`config.mk`:
```
export PLATFORM = sky130hd
export DESIGN_NAME = sysmon_temp_poller
export DESIGN_NICKNAME = d
export VERILOG_FILES = /design/src/rtl/sysmon_temp_poller_pkg.sv /design/src/rtl/temp_avg_acc.sv /design/src/rtl/sysmon_temp_poller.sv
export SDC_FILE = /design/constraint.sdc
export NUM_CORES = 1
export LEC_CHECK = 0
export ABC_AREA = 1
export CORE_MARGIN = 2
export CORE_UTILIZATION = 30
export CTS_CLUSTER_SIZE = 10
export DETAILED_ROUTE_END_ITERATION = 12
export HOLD_SLACK_MARGIN = 0.02
export SLEW_MARGIN = 0
export SYNTH_ARGS = -nofsm -noshare
export SYNTH_HDL_FRONTEND = slang
export SYNTH_SLANG_ARGS = --single-unit
```
`constraint.sdc`:
```
create_clock -name clk -period 2.65 [get_ports clk]
set_input_delay 0.3975 -clock clk [delete_from_list [all_inputs] [get_ports clk]]
set_output_delay 0.3975 -clock clk [all_outputs]
set_load 0.1 [all_outputs]
```
`src/rtl/sysmon_temp_poller_pkg.sv`:
```
// Shared types and constants for the SYSMON temperature poller and its consumers.
package sysmon_temp_poller_pkg;

  // Width of the temperature code, shared with the warm-boot block's temp_in/temp_thresh.
  localparam int TEMP_W = 10;

  localparam logic [7:0] SYSMON_TEMP_ADDR     = 8'h00;
  localparam logic [7:0] SYSMON_MAX_TEMP_ADDR = 8'h20;

  typedef enum logic [1:0] {
    ST_IDLE = 2'd0,
    ST_REQ  = 2'd1,
    ST_WAIT = 2'd2,
    ST_ACC  = 2'd3
  } poll_state_t;

endpackage

```
`src/rtl/temp_avg_acc.sv`:
```
// Power-of-two boxcar averager: sums 2^AVG_LOG2 samples, then emits the truncated mean
// with a one-cycle strobe.
module temp_avg_acc
  import sysmon_temp_poller_pkg::*;
#(
  parameter int AVG_LOG2 = 3
) (
  input  logic              clk,
  input  logic              rst_n,
  input  logic [TEMP_W-1:0] sample,
  input  logic              sample_valid,
  output logic [TEMP_W-1:0] avg,
  output logic              avg_valid,
  output logic [TEMP_W-1:0] avg_next,
  output logic              avg_load
);

  localparam int ACC_W = TEMP_W + AVG_LOG2;
  localparam int CNT_W = (AVG_LOG2 > 0) ? AVG_LOG2 : 1;
  localparam logic [CNT_W-1:0] CNT_LAST = CNT_W'((1 << AVG_LOG2) - 1);

  logic [ACC_W-1:0] acc;
  logic [ACC_W-1:0] sum;
  logic [CNT_W-1:0] count;

  // acc holds at most (2^AVG_LOG2 - 1) full-scale samples, so sum never wraps.
  assign sum      = acc + ACC_W'(sample);
  assign avg_next = sum[ACC_W-1:AVG_LOG2];
  assign avg_load = sample_valid && (count == CNT_LAST);

  always_ff @(posedge clk or negedge rst_n) begin
    if (!rst_n) begin
      acc       <= '0;
      count     <= '0;
      avg       <= '0;
      avg_valid <= 1'b0;
    end else begin
      avg_valid <= avg_load;
      if (avg_load) begin
        avg   <= avg_next;
        acc   <= '0;
        count <= '0;
      end else if (sample_valid) begin
        acc   <= sum;
        count <= count + CNT_W'(1);
      end
    end
  end

endmodule

```
`src/rtl/sysmon_temp_poller.sv`:
```
// Polls the SYSMON temperature register over DRP, averages the readings and keeps
// a peak-hold value plus a sticky read-timeout flag.
module sysmon_temp_poller
  import sysmon_temp_poller_pkg::*;
#(
  parameter int         POLL_CYCLES    = 100000,
  parameter int         AVG_LOG2       = 3,
  parameter int         TIMEOUT_CYCLES = 255,
  parameter logic [7:0] TEMP_ADDR      = SYSMON_TEMP_ADDR
) (
  input  logic              clk,
  input  logic              rst_n,
  output logic              drp_den,
  output logic [7:0]        drp_daddr,
  output logic              drp_dwe,
  output logic [15:0]       drp_di,
  input  logic [15:0]       drp_do,
  input  logic              drp_drdy,
  input  logic              clear,
  output logic [TEMP_W-1:0] temp_out,
  output logic              temp_valid,
  output logic [TEMP_W-1:0] temp_max,
  output logic              timeout_err
);

  localparam int POLL_W = (POLL_CYCLES > 1) ? $clog2(POLL_CYCLES) : 1;
  localparam int TMO_W  = (TIMEOUT_CYCLES > 1) ? $clog2(TIMEOUT_CYCLES) : 1;
  localparam logic [POLL_W-1:0] POLL_LAST = POLL_W'(POLL_CYCLES - 1);
  localparam logic [TMO_W-1:0]  TMO_LAST  = TMO_W'(TIMEOUT_CYCLES - 1);

  poll_state_t       state;
  logic [POLL_W-1:0] poll_cnt;
  logic [TMO_W-1:0]  tmo_cnt;
  logic [TEMP_W-1:0] sample;
  logic              den_q;
  logic              timeout_evt;
  logic [TEMP_W-1:0] avg;
  logic [TEMP_W-1:0] avg_next;
  logic              avg_valid;
  logic              avg_load;
  logic              unused_lsbs;

  // DRP handshake: drp_den is a single-cycle request; the read completes on the first
  // drp_drdy seen while in WAIT (drdy in any other state is ignored). No new request
  // is issued until that read completes or times out, so at most one is outstanding.
  assign drp_den     = den_q;
  assign drp_daddr   = TEMP_ADDR;
  assign drp_dwe     = 1'b0;
  assign drp_di      = 16'h0000;
  assign unused_lsbs = ^drp_do[5:0];

  assign timeout_evt = (state == ST_WAIT) && !drp_drdy && (tmo_cnt == TMO_LAST);

  always_ff @(posedge clk or negedge rst_n) begin
    if (!rst_n) begin
      state    <= ST_IDLE;
      poll_cnt <= '0;
      tmo_cnt  <= '0;
      sample   <= '0;
      den_q    <= 1'b0;
    end else begin
      den_q <= 1'b0;
      case (state)
        ST_IDLE: begin
          if (poll_cnt == POLL_LAST) begin
            poll_cnt <= '0;
            den_q    <= 1'b1;
            state    <= ST_REQ;
          end else begin
            poll_cnt <= poll_cnt + POLL_W'(1);
          end
        end
        ST_REQ: state <= ST_WAIT;
        ST_WAIT: begin
          if (drp_drdy) begin
            sample  <= drp_do[15:6];
            tmo_cnt <= '0;
            state   <= ST_ACC;
          end else if (timeout_evt) begin
            tmo_cnt <= '0;
            state   <= ST_IDLE;
          end else begin
            tmo_cnt <= tmo_cnt + TMO_W'(1);
          end
        end
        ST_ACC:  state <= ST_IDLE;
        default: state <= ST_IDLE;
      endcase
    end
  end

  temp_avg_acc #(
    .AVG_LOG2(AVG_LOG2)
  ) u_avg (
    .clk         (clk),
    .rst_n       (rst_n),
    .sample      (sample),
    .sample_valid(state == ST_ACC),
    .avg         (avg),
    .avg_valid   (avg_valid),
    .avg_next    (avg_next),
    .avg_load    (avg_load)
  );

  assign temp_out   = avg;
  assign temp_valid = avg_valid;

  // A fresh average beats a simultaneous clear; a timeout beats a simultaneous clear.
  always_ff @(posedge clk or negedge rst_n) begin
    if (!rst_n) begin
      temp_max    <= '0;
      timeout_err <= 1'b0;
    end else begin
      if (timeout_evt) begin
        timeout_err <= 1'b1;
      end else if (clear) begin
        timeout_err <= 1'b0;
      end
      if (avg_load && (clear || (avg_next > temp_max))) begin
        temp_max <= avg_next;
      end else if (clear) begin
        temp_max <= '0;
      end
    end
  end

endmodule

```
# --- After elaboration in Yosys (flattened, before gate mapping) ---
# Cells that the tools add are included.
totals:
  output_inout_bits: 48
  elab_cells: 53
  reg_bits: 76
  inputBits: 20
classes:
  eq_ne: 8
  reduce_logical: 12
  magnitude_cmp: 1
  n_addsub: 4
  mux: 17
op_table:
  columns: ["operator", "n"]
  rows:
  - ["$mux 13", 2]
  - ["$mux 10", 2]
  - ["$add 17x1->17 const B", 1]
  - ["$eq 17x17->1 const B", 1]
  - ["$mux 17", 1]
  - ["$mux 8", 2]
  - ["$add 13x10->13", 1]
  - ["$gt 10x10->1", 1]
  - ["$add 8x1->8 const B", 1]
  - ["$eq 8x8->1 const B", 1]
  - ["$pmux 2 s4", 1]
  - ["$mux 2", 3]
  - ["$mux 3", 2]
  - ["$reduce_bool 2->1", 3]
  - ["$eq 2x2->1 const B", 2]
  - ["$logic_and 1x1->1", 4]
  - ["$mux 1", 4]
  - ["$reduce_and 2->1", 2]
  - ["$add 3x1->3 const B", 1]
  - ["$eq 3x3->1 const B", 1]
  - ["$ne 3x3->1 const B", 1]
  - ["$eq 2x1->1 const B", 1]
  - ["$logic_not 2->1", 1]
  - ["$ne 2x2->1 const B", 1]
  - ["2 further kinds", 2]

# --- Depth between registers and ports, before layout ---
# Gate-level depths: netlist of the first run.
logic_depth:
  ltp_word: 6
  ltp_mapped: 19

# --- Hierarchy ---
# Synthesis of the first run repeated with hierarchy kept, for this count alone.
hier_totals:
  hier_cells: 583
  hier_area_um2: 4668.2
by_module_without_submodules:
  columns: ["module", "area_each_um2", "cells_each", "seq_area_each_um2", "instances"]
  rows:
  - ["sysmon_temp_poller", 2926.6, 345, 1226.2, 1]
  - ["temp_avg_acc", 1741.7, 238, 675.6, 1]

# --- Least setup slack after synthesis of the first run ---
# Ideal clock, no wire load.
synth_path:
  path_type: "reg2reg"
  start: "register sample[0]"
  end: "register temp_max[2]"
  t_required_ns: 2.528
  setup_slack_ns: 0.020
  path_buffers: 0
  arrival_ns: 2.508
  setup_time_ns: 0.122
  path_stages_with_launch: 20
  cell_sequence: "dfrtp_1 > ha_1 > inv_1 > fa_1 > nand3b_1 > nand2_2 > nand2_1 > nand2_1 > xor2_2 > ha_1 > nand2_1 > inv_1 > nand2_1 > nand2_1 > nand2_1 > nand3_1 > nand2_1 > nand2_2 > nand3_1 > nand2_1"
synth_between:
  elab_chain_cells: 5
  word_cells_on_any_way: 6
synth_rtl:
  columns: ["item", "line", "text"]
  rows:
  - ["from (decl)", "sysmon_temp_poller.sv:34", "logic [TEMP_W-1:0] sample;"]
  - ["from (signal assigned)", "sysmon_temp_poller.sv:76", "sample <= drp_do[15:6];"]
  - ["$add 13x10->13 (*)", "temp_avg_acc.sv:27", "assign sum = acc + ACC_W'(sample);"]
  - ["net avg_next[5]", "sysmon_temp_poller.sv:38", "logic [TEMP_W-1:0] avg_next;"]
  - ["$gt 10x10->1 (*)", "sysmon_temp_poller.sv:119", "if (avg_load && (clear || (avg_next > temp_max))) begin"]
  - ["$logic_or 1x1->1 (*)", "sysmon_temp_poller.sv:119", null]
  - ["$logic_and 1x1->1 (*)", "sysmon_temp_poller.sv:119", null]
  - ["$mux 10 / $reduce_bool 2->1 (equally long branches)", null, null]
  - ["to (signal assigned)", "sysmon_temp_poller.sv:120", "temp_max <= avg_next;"]
  - ["to (decl)", "sysmon_temp_poller.sv:22", "output logic [TEMP_W-1:0] temp_max,"]
# The timed path passes the listed nets; every way through them passes the cells marked *.
# A chain may end at the register's enable or synchronous reset.

# --- Final worst setup path of the first run ---
layout_path:
  start: "register u_avg.acc[0]"
  end: "register temp_max[7]"
layout_between:
  elab_chain_cells: 5
  word_cells_on_any_way: 6
layout_rtl:
  columns: ["item", "line", "text"]
  rows:
  - ["from (decl)", "temp_avg_acc.sv:22", "logic [ACC_W-1:0] acc;"]
  - ["from (signal assigned)", "temp_avg_acc.sv:44", "acc <= sum;"]
  - ["$add 13x10->13 (*)", "temp_avg_acc.sv:27", null]
  - ["net avg_next[9]", "sysmon_temp_poller.sv:38", null]
  - ["$gt 10x10->1 (*)", "sysmon_temp_poller.sv:119", null]
  - ["$logic_or 1x1->1 (*)", "sysmon_temp_poller.sv:119", null]
  - ["$logic_and 1x1->1 (*)", "sysmon_temp_poller.sv:119", null]
  - ["$mux 10 / $reduce_bool 2->1 (equally long branches)", null, null]
# Marks and branches as above.

==> flow_metrics.tcl, run 1 <==
set metrics [dict create \
    status "finished, violations left" \
    violations "setup timing" \
    antenna_found_initial 0 \
    worstSkewPairLatency_ns 0.34 \
    cts-root-buf "clkbuf_16" \
    hp-class "primary input to asynchronous set/reset pin" \
    setup_viol 10 \
    p_comb_frac 0.079 \
    clockBufferDepth 2 \
    core_area_um2 14600 \
    p_leak_nw 2.94 \
    fin_ws_ns -0.153 \
    final_util 0.383 \
    dieWidth_um 126 \
    r2r_cells 16 \
    ioPinCount 68 \
    grt.overflow.total 0 \
    crit_path_max_incr_delay_ns 0.37 \
    cp.depth 16 \
    cpMaxStageDelayCell "fa_2" \
    wl_met3_um 408 \
    syn_to_final_growth_pct 24.0 \
    hold_viol_final 0 \
    worstSetupPathType "flip-flop to flip-flop" \
    die_h_um 126 \
    period_needed_ns 2.80 \
    drt-total-wl_mm 9.92 \
    drt-met1-wl_mm 4.45 \
    design_area_um2 5580 \
    h-tree-depth 3 \
    rr_startpoint "u_avg.acc[0]" \
    grt.total_usage 0.126 \
    synth_edf_count 0 \
    drive_above_1_share 0.235 \
    max_freq_mhz 357 \
    rsz0062_at_grt "yes" \
    dieArea_um2 16000 \
    fin_total_pwr_mw 2.69 \
    seq_power_share 0.431 \
    max_cap_viol_count 0 \
    cts_sinks 76 \
    ys_seq_elements 76 \
    wl_met2_mm 4.94 \
    dr.pass1.iters 4 \
    async_reset_ff_frac 1.00 \
    synth_top_flop_cell "dfrtp_1" \
    dp_hpwl_mm 7.35 \
    critical-path-top-delay-family "simple AND/OR/NAND/NOR gates" \
    pwr-share-clk 0.490 \
    switching_share 0.255 \
    synthCells 539 \
    cpMostUsedCell "nand2_2" \
    ys.warnings.count 0 \
    path_buf_inv 2 \
    dp_cells 776 \
    dpl-instance-area_um2 5070 \
    reg2reg_to "temp_max[7]" \
    synth.distinct_cells 40 \
    path_cells "ha_2 > inv_2 > fa_2 > nand3b_1 > nand2_4 > nand4_1 > nand3_1 > nand2_2 > ha_4 > nand2_4 > nor2_4 > nand4_1 > a31oi_4 > buf_6 > nand2_2 > nand2_2" \
    grt_pass1_wl_mm 16.4 \
    drc 0 \
    p_sw_mw 0.686 \
    maxUsedRoutingLayer "met4" \
    skew_ns 0.00844 \
    tritoncts "built" \
    tightest_slew_ns 0.634 \
    power_density_nw_per_um2 482 \
    timing.hold.ws_ns 0.0760 \
    required_ns 2.93 \
    final-instance-count-excl-fill 796 \
    nFillCells 1458 \
    finalCritPeriodShare 1.06 \
    clk_pin_slew_ns 0.06 \
    vias 3617 \
    synth_area_um2 4500 \
    critPathCapture "temp_max[7]" \
    io_buffers 36 \
    ys_seq_area_frac 0.423 \
    diodes 0 \
    p_int_mw 2.00 \
    ant_nets 0 \
    slew_violations 0 \
    arrival_ns 3.08 \
    crit_start "u_avg.acc[0]" \
    end_kind "flip-flop" \
    start_util 0.308 \
    drt_iter0_markers 166 \
    cp-start-kind "flip-flop" \
    grt_pass1_vias 3496 \
    rrSetupSlack_ns -0.15 \
    avgSynthCellArea_um2 8.35 \
    grt_max_degree 50 \
    nets 653 \
    avgRoutedWirePerCell_um 12.5 \
    slew_headroom 0.577 \
    gp_congestion 0.845 \
    core.rowCount 44 \
    peakVddDrop_mv 0.331 \
    cts_buffers 9 \
    vias_per_cell 4.54 \
    cts_hold_buf 0 \
    crit_fanout 6 \
]
[worst min path at each step]
| stage | to | slack [ns] | cells after the start |
|---|---|---|---|
| final | temp_max[4] | 0.08 | 1 |
| after global routing | u_avg.avg[3] | 0.12 | 1 |
| after CTS | u_avg.avg[5] | 0.10 | 1 |
| after detailed placement | u_avg.avg[3] | 0.47 | 1 |
| after global placement | u_avg.avg[3] | 0.47 | 1 |
| after floorplan | drp_den | 0.10 | 0 |
[metrics by stage]
stage               setup TNS [ns]  setup slack, ns
floorplan                        0           0.0202
detailed placement           -2.74           -0.295
CTS                          -1.28           -0.132
global route                 -3.12           -0.324
global placement             -2.04           -0.211
finish                       -1.40           -0.153
[state kept, by name, summed over array words and instances (netlist names)]
name             cells
u_avg.avg_valid      1
drp_den              1
u_avg.avg           10
state                2
sample              10
u_avg.count          3
poll_cnt            17
tmo_cnt              8
timeout_err          1
u_avg.acc           13
temp_max            10
[cell families (layout without fill, tap and decap cells)]
kind of cell	after synthesis	after routing	synth area share
DFF	76	76	0.423
xor gates and xnor gates	16	16	0.0378
buffers and inverters	103	152	0.111
muxes	9	9	0.0275
adders and majority gates	26	26	0.0740
and+or+nand+nor	259	259	0.261
AOI/OAI and AO/OA	49	49	0.0653
other	1	25	0.000833
[synth_stat cells (2+ instances only)]
| master | n | area share |
|---|---|---|
| nor2_1 | 31 | 0.026 |
| mux2_2 | 3 | 0.0075 |
| nand3b_1 | 2 | 0.0033 |
| buf_4 | 27 | 0.045 |
| o22ai_1 | 3 | 0.0042 |
| nand3_2 | 6 | 0.013 |
| o21ai_1 | 14 | 0.016 |
| nor2_2 | 3 | 0.0042 |
| a22o_1 | 2 | 0.0039 |
| nand4_1 | 16 | 0.022 |
| nor3_2 | 3 | 0.0067 |
| xnor2_1 | 4 | 0.0078 |
| a21oi_2 | 3 | 0.0058 |
| o21ai_0 | 5 | 0.0056 |
| dfrtp_1 | 76 | 0.42 |
| nand2_1 | 151 | 0.13 |
| buf_2 | 2 | 0.0022 |
| nor3_1 | 5 | 0.0056 |
| ha_1 | 25 | 0.070 |
| inv_1 | 62 | 0.052 |
| mux2_4 | 6 | 0.020 |
| xor2_1 | 8 | 0.016 |
| inv_2 | 10 | 0.0083 |
| xnor2_2 | 3 | 0.011 |
| nand3_1 | 31 | 0.034 |
| a21oi_1 | 17 | 0.019 |
| nand2_2 | 8 | 0.011 |
[cell usage in the layout (no fill, tap or decap), types with 2 or more instances in the layout]
cell type        count
nand3_1             28
o21ai_0              5
dfrtp_1             76
mux2_2               3
inv_1               61
xnor2_1              3
nor3_2               3
bufinv_16            2
nand4_1             16
nand2_1            139
nand2_2             17
nor2_4               2
o22ai_1              3
o21ai_1             14
xor2_1               8
buf_6                2
a21oi_1             16
a21oi_2              4
nand3_2              8
xnor2_2              4
nand3b_1             2
clkbuf_16            9
inv_2               11
nor3_1               5
a22o_1               2
buf_4               50
nor2_1              29
conb_1              25
clkdlybuf4s50_1     12
clkinv_2             3
nand2_4              4
ha_1                20
ha_4                 4
mux2_4               6
nor2_2               4
[layout make-up]
type	instances	area [um^2]	area share
sequential	76	1900	0.341
clock buffer	9	225	0.0403
tap	184	230	0.0412
multi-input combinational	384	2350	0.420
clock inverter	7	91.3	0.0164
inverter	72	270	0.0484
timing repair buffer	64	518	0.0928
[power by group through the flow]
stage	Sequential (mW)	Combinational, mW	Clock [mW]
floorplan	1.18	0.187	0
global placement	1.18	0.209	0
detailed placement	1.18	0.209	0
CTS	1.16	0.214	1.35
global route	1.16	0.222	1.41
finish	1.16	0.212	1.32
[metal layers]
layer / GRT usage / up-vias
li1: - / 1821
met1: 0.157 / 1721
met2: 0.214 / 62
met3: 0.0346 / 13
met4: 0.0362 / 0
met5: 0 / -
[repair_timing]
item	CTS	global route
setup buffers	3	1
pin swaps	5	16
endpoints found under the setup margin	10	10
gates resized for setup	11	23
No activity file was read; power rests on OpenSTA's default activity.
==> run 2, diff against run 1 <==
CORE_ASPECT_RATIO = 0.7   (was default)
SKIP_LAST_GASP = 1   (was default)
==> flow_metrics.tcl, run 2 (same netlist as run 1, synthesis figures left out) <==
set metrics [dict create \
    dr.pass1.iters 4 \
    avgRoutedWirePerCell_um 13.0 \
    worstSetupPathType "flip-flop to flip-flop" \
    multi_input_area_um2 2370 \
    grt_pass1_wl_mm 18.0 \
    slew_violations 0 \
    top_register "poll_cnt" \
    fin_total_pwr_mw 2.72 \
    grt.total_usage 0.142 \
    start_util 0.307 \
    dieArea_um2 16000 \
    reg2reg_to "temp_max[1]" \
    cts_hold_buf 0 \
    clk_pin_slew_ns 0.06 \
    top_regs "poll_cnt (17), u_avg.acc (13)" \
    hp-class "primary input to asynchronous set/reset pin" \
    rrSetupSlack_ns -0.18 \
    peakVddDrop_mv 0.266 \
    antenna_found_initial 0 \
    p_leak_nw 3.02 \
    vias 3695 \
    worstSkewPairLatency_ns 0.34 \
    cts_buffers 9 \
    grt.overflow.total 0 \
    violations "setup timing" \
    switching_share 0.243 \
    tritoncts "built" \
    p_sw_mw 0.661 \
    largest_reg_flops 17 \
    clockBufferDepth 2 \
    timing.hold.ws_ns 0.0368 \
    cp-start-kind "flip-flop" \
    grt_max_degree 41 \
    setup_viol 10 \
    die_h_um 106 \
    ioPinCount 68 \
    max_freq_mhz 354 \
    arrival_ns 3.10 \
    dp_hpwl_mm 7.82 \
    slew_headroom 0.639 \
    max_cap_viol_count 0 \
    finalCritPeriodShare 1.07 \
    drc 0 \
    core_area_um2 14700 \
    layout_commonest_cell "nand2_1" \
    pwr-share-clk 0.496 \
    end_kind "flip-flop" \
    drive_above_1_share 0.249 \
    grt_pass1_vias 3744 \
    core.rowCount 37 \
    syn_to_final_growth_pct 27.0 \
    dp_cells 794 \
    rr_startpoint "u_avg.acc[0]" \
    cts-root-buf "clkbuf_16" \
    power_density_nw_per_um2 476 \
    period_needed_ns 2.83 \
    drt-total-wl_mm 10.7 \
    rsz0062_at_grt "yes" \
    drt_iter0_markers 215 \
    post-place-ws_ns -0.340 \
    dieWidth_um 150 \
    io_buffers 36 \
    mostFrequentLayoutCells "nand2_1, dfrtp_1, buf_4" \
    required_ns 2.92 \
    p_int_mw 2.06 \
    gp_congestion 0.823 \
    p_comb_frac 0.078 \
    hold_viol_final 0 \
    ant_nets 0 \
    diodes 0 \
    skew_ns 0.00827 \
    final-instance-count-excl-fill 821 \
    seq_power_share 0.426 \
    seqCellArea_um2 1900 \
    h-tree-depth 3 \
    nets 667 \
    r2r_cells 15 \
    fin_tns_setup_ns -1.62 \
    status "finished, violations left" \
    vias_per_cell 4.50 \
    nFillCells 1447 \
    cts_sinks 76 \
    fin_ws_ns -0.178 \
    crit_fanout 5 \
    tightest_slew_ns 0.541 \
]
## run 2: changes by cell type in the layout (fill, tap and decap cells not counted), sizes merged
cell,previous run,this run
clkinv,4,1
buf,52,64
clkinvlp,1,0
nand2,160,161
a31oi,1,2
clkbuf,9,13
## run 2: metrics by stage
| stage | area, um^2 | utilization |
|---|---|---|
| 6_report | 5720 | 0.390 |
| 5_1_grt | 5720 | 0.390 |
| 4_1_cts | 5600 | 0.382 |
| 3_3_place_gp | 5140 | 0.350 |
| 3_5_place_dp | 5140 | 0.350 |
| 2_1_floorplan | 4590 | - |
## run 2: cell type report
cell class,instances,area share
multi-input cells,386,0.414
inverters,72,0.0473
clock inverters,3,0.0120
flip-flops and latches,76,0.333
repair buffers,76,0.106
clock buffers,13,0.0455
well taps,195,0.0427
## run 2: power by group through the flow
stage / combinational [mW] / clock, mW / sequential [mW]
floorplan: 0.187 / 0 / 1.18
global placement: 0.208 / 0 / 1.18
detailed placement: 0.209 / 0 / 1.18
CTS: 0.214 / 1.38 / 1.16
global route: 0.221 / 1.43 / 1.16
finish: 0.211 / 1.35 / 1.16
## run 2: how the worst max path moves through the flow
stage                       from          end  slack, ns  depth (start not counted)
detailed placement     sample[0]  temp_max[1]      -0.34                         15
global placement       sample[0]  temp_max[8]      -0.22                         15
global route           sample[2]  temp_max[5]      -0.36                         18
floorplan              sample[0]  temp_max[2]       0.02                         19
CTS                    sample[0]  temp_max[1]      -0.14                         18
finish              u_avg.acc[0]  temp_max[1]      -0.18                         15
## run 2: per-layer routing
metal | track usage | share of wire
met1 | 0.197 | 0.50
met2 | 0.219 | 0.45
met3 | 0.0386 | 0.038
met4 | 0.0350 | 0.011
met5 | 0 | 0
## run 2: worst max-delay path: stages (launching register included)
cell and delay (ns):
dfrtp_1 0.35, ha_2 0.19, inv_2 0.04, fa_2 0.34, nand3b_1 0.17, nand2_2 0.15, a21oi_2 0.09, xnor2_2 0.15
ha_1 0.29, nand2_1 0.08, nor2_4 0.15, nand4_1 0.17, buf_6 0.17, a31oi_4 0.26, nand2_1 0.10, nand2_1 0.06
## run 2: repair_timing
action,in CTS,in global routing
gates cloned,2,0
hold endpoints to repair,0,0
buffers inserted,6,3
gates resized for setup,19,17
pin swaps,13,19
setup endpoints to repair,10,10
==> run 3, diff against run 2 <==
SLEW_MARGIN = default   (was 0)
==> results of run 3 <==
Same layout as run 2: the final DEF is identical, and so are final timing and power.
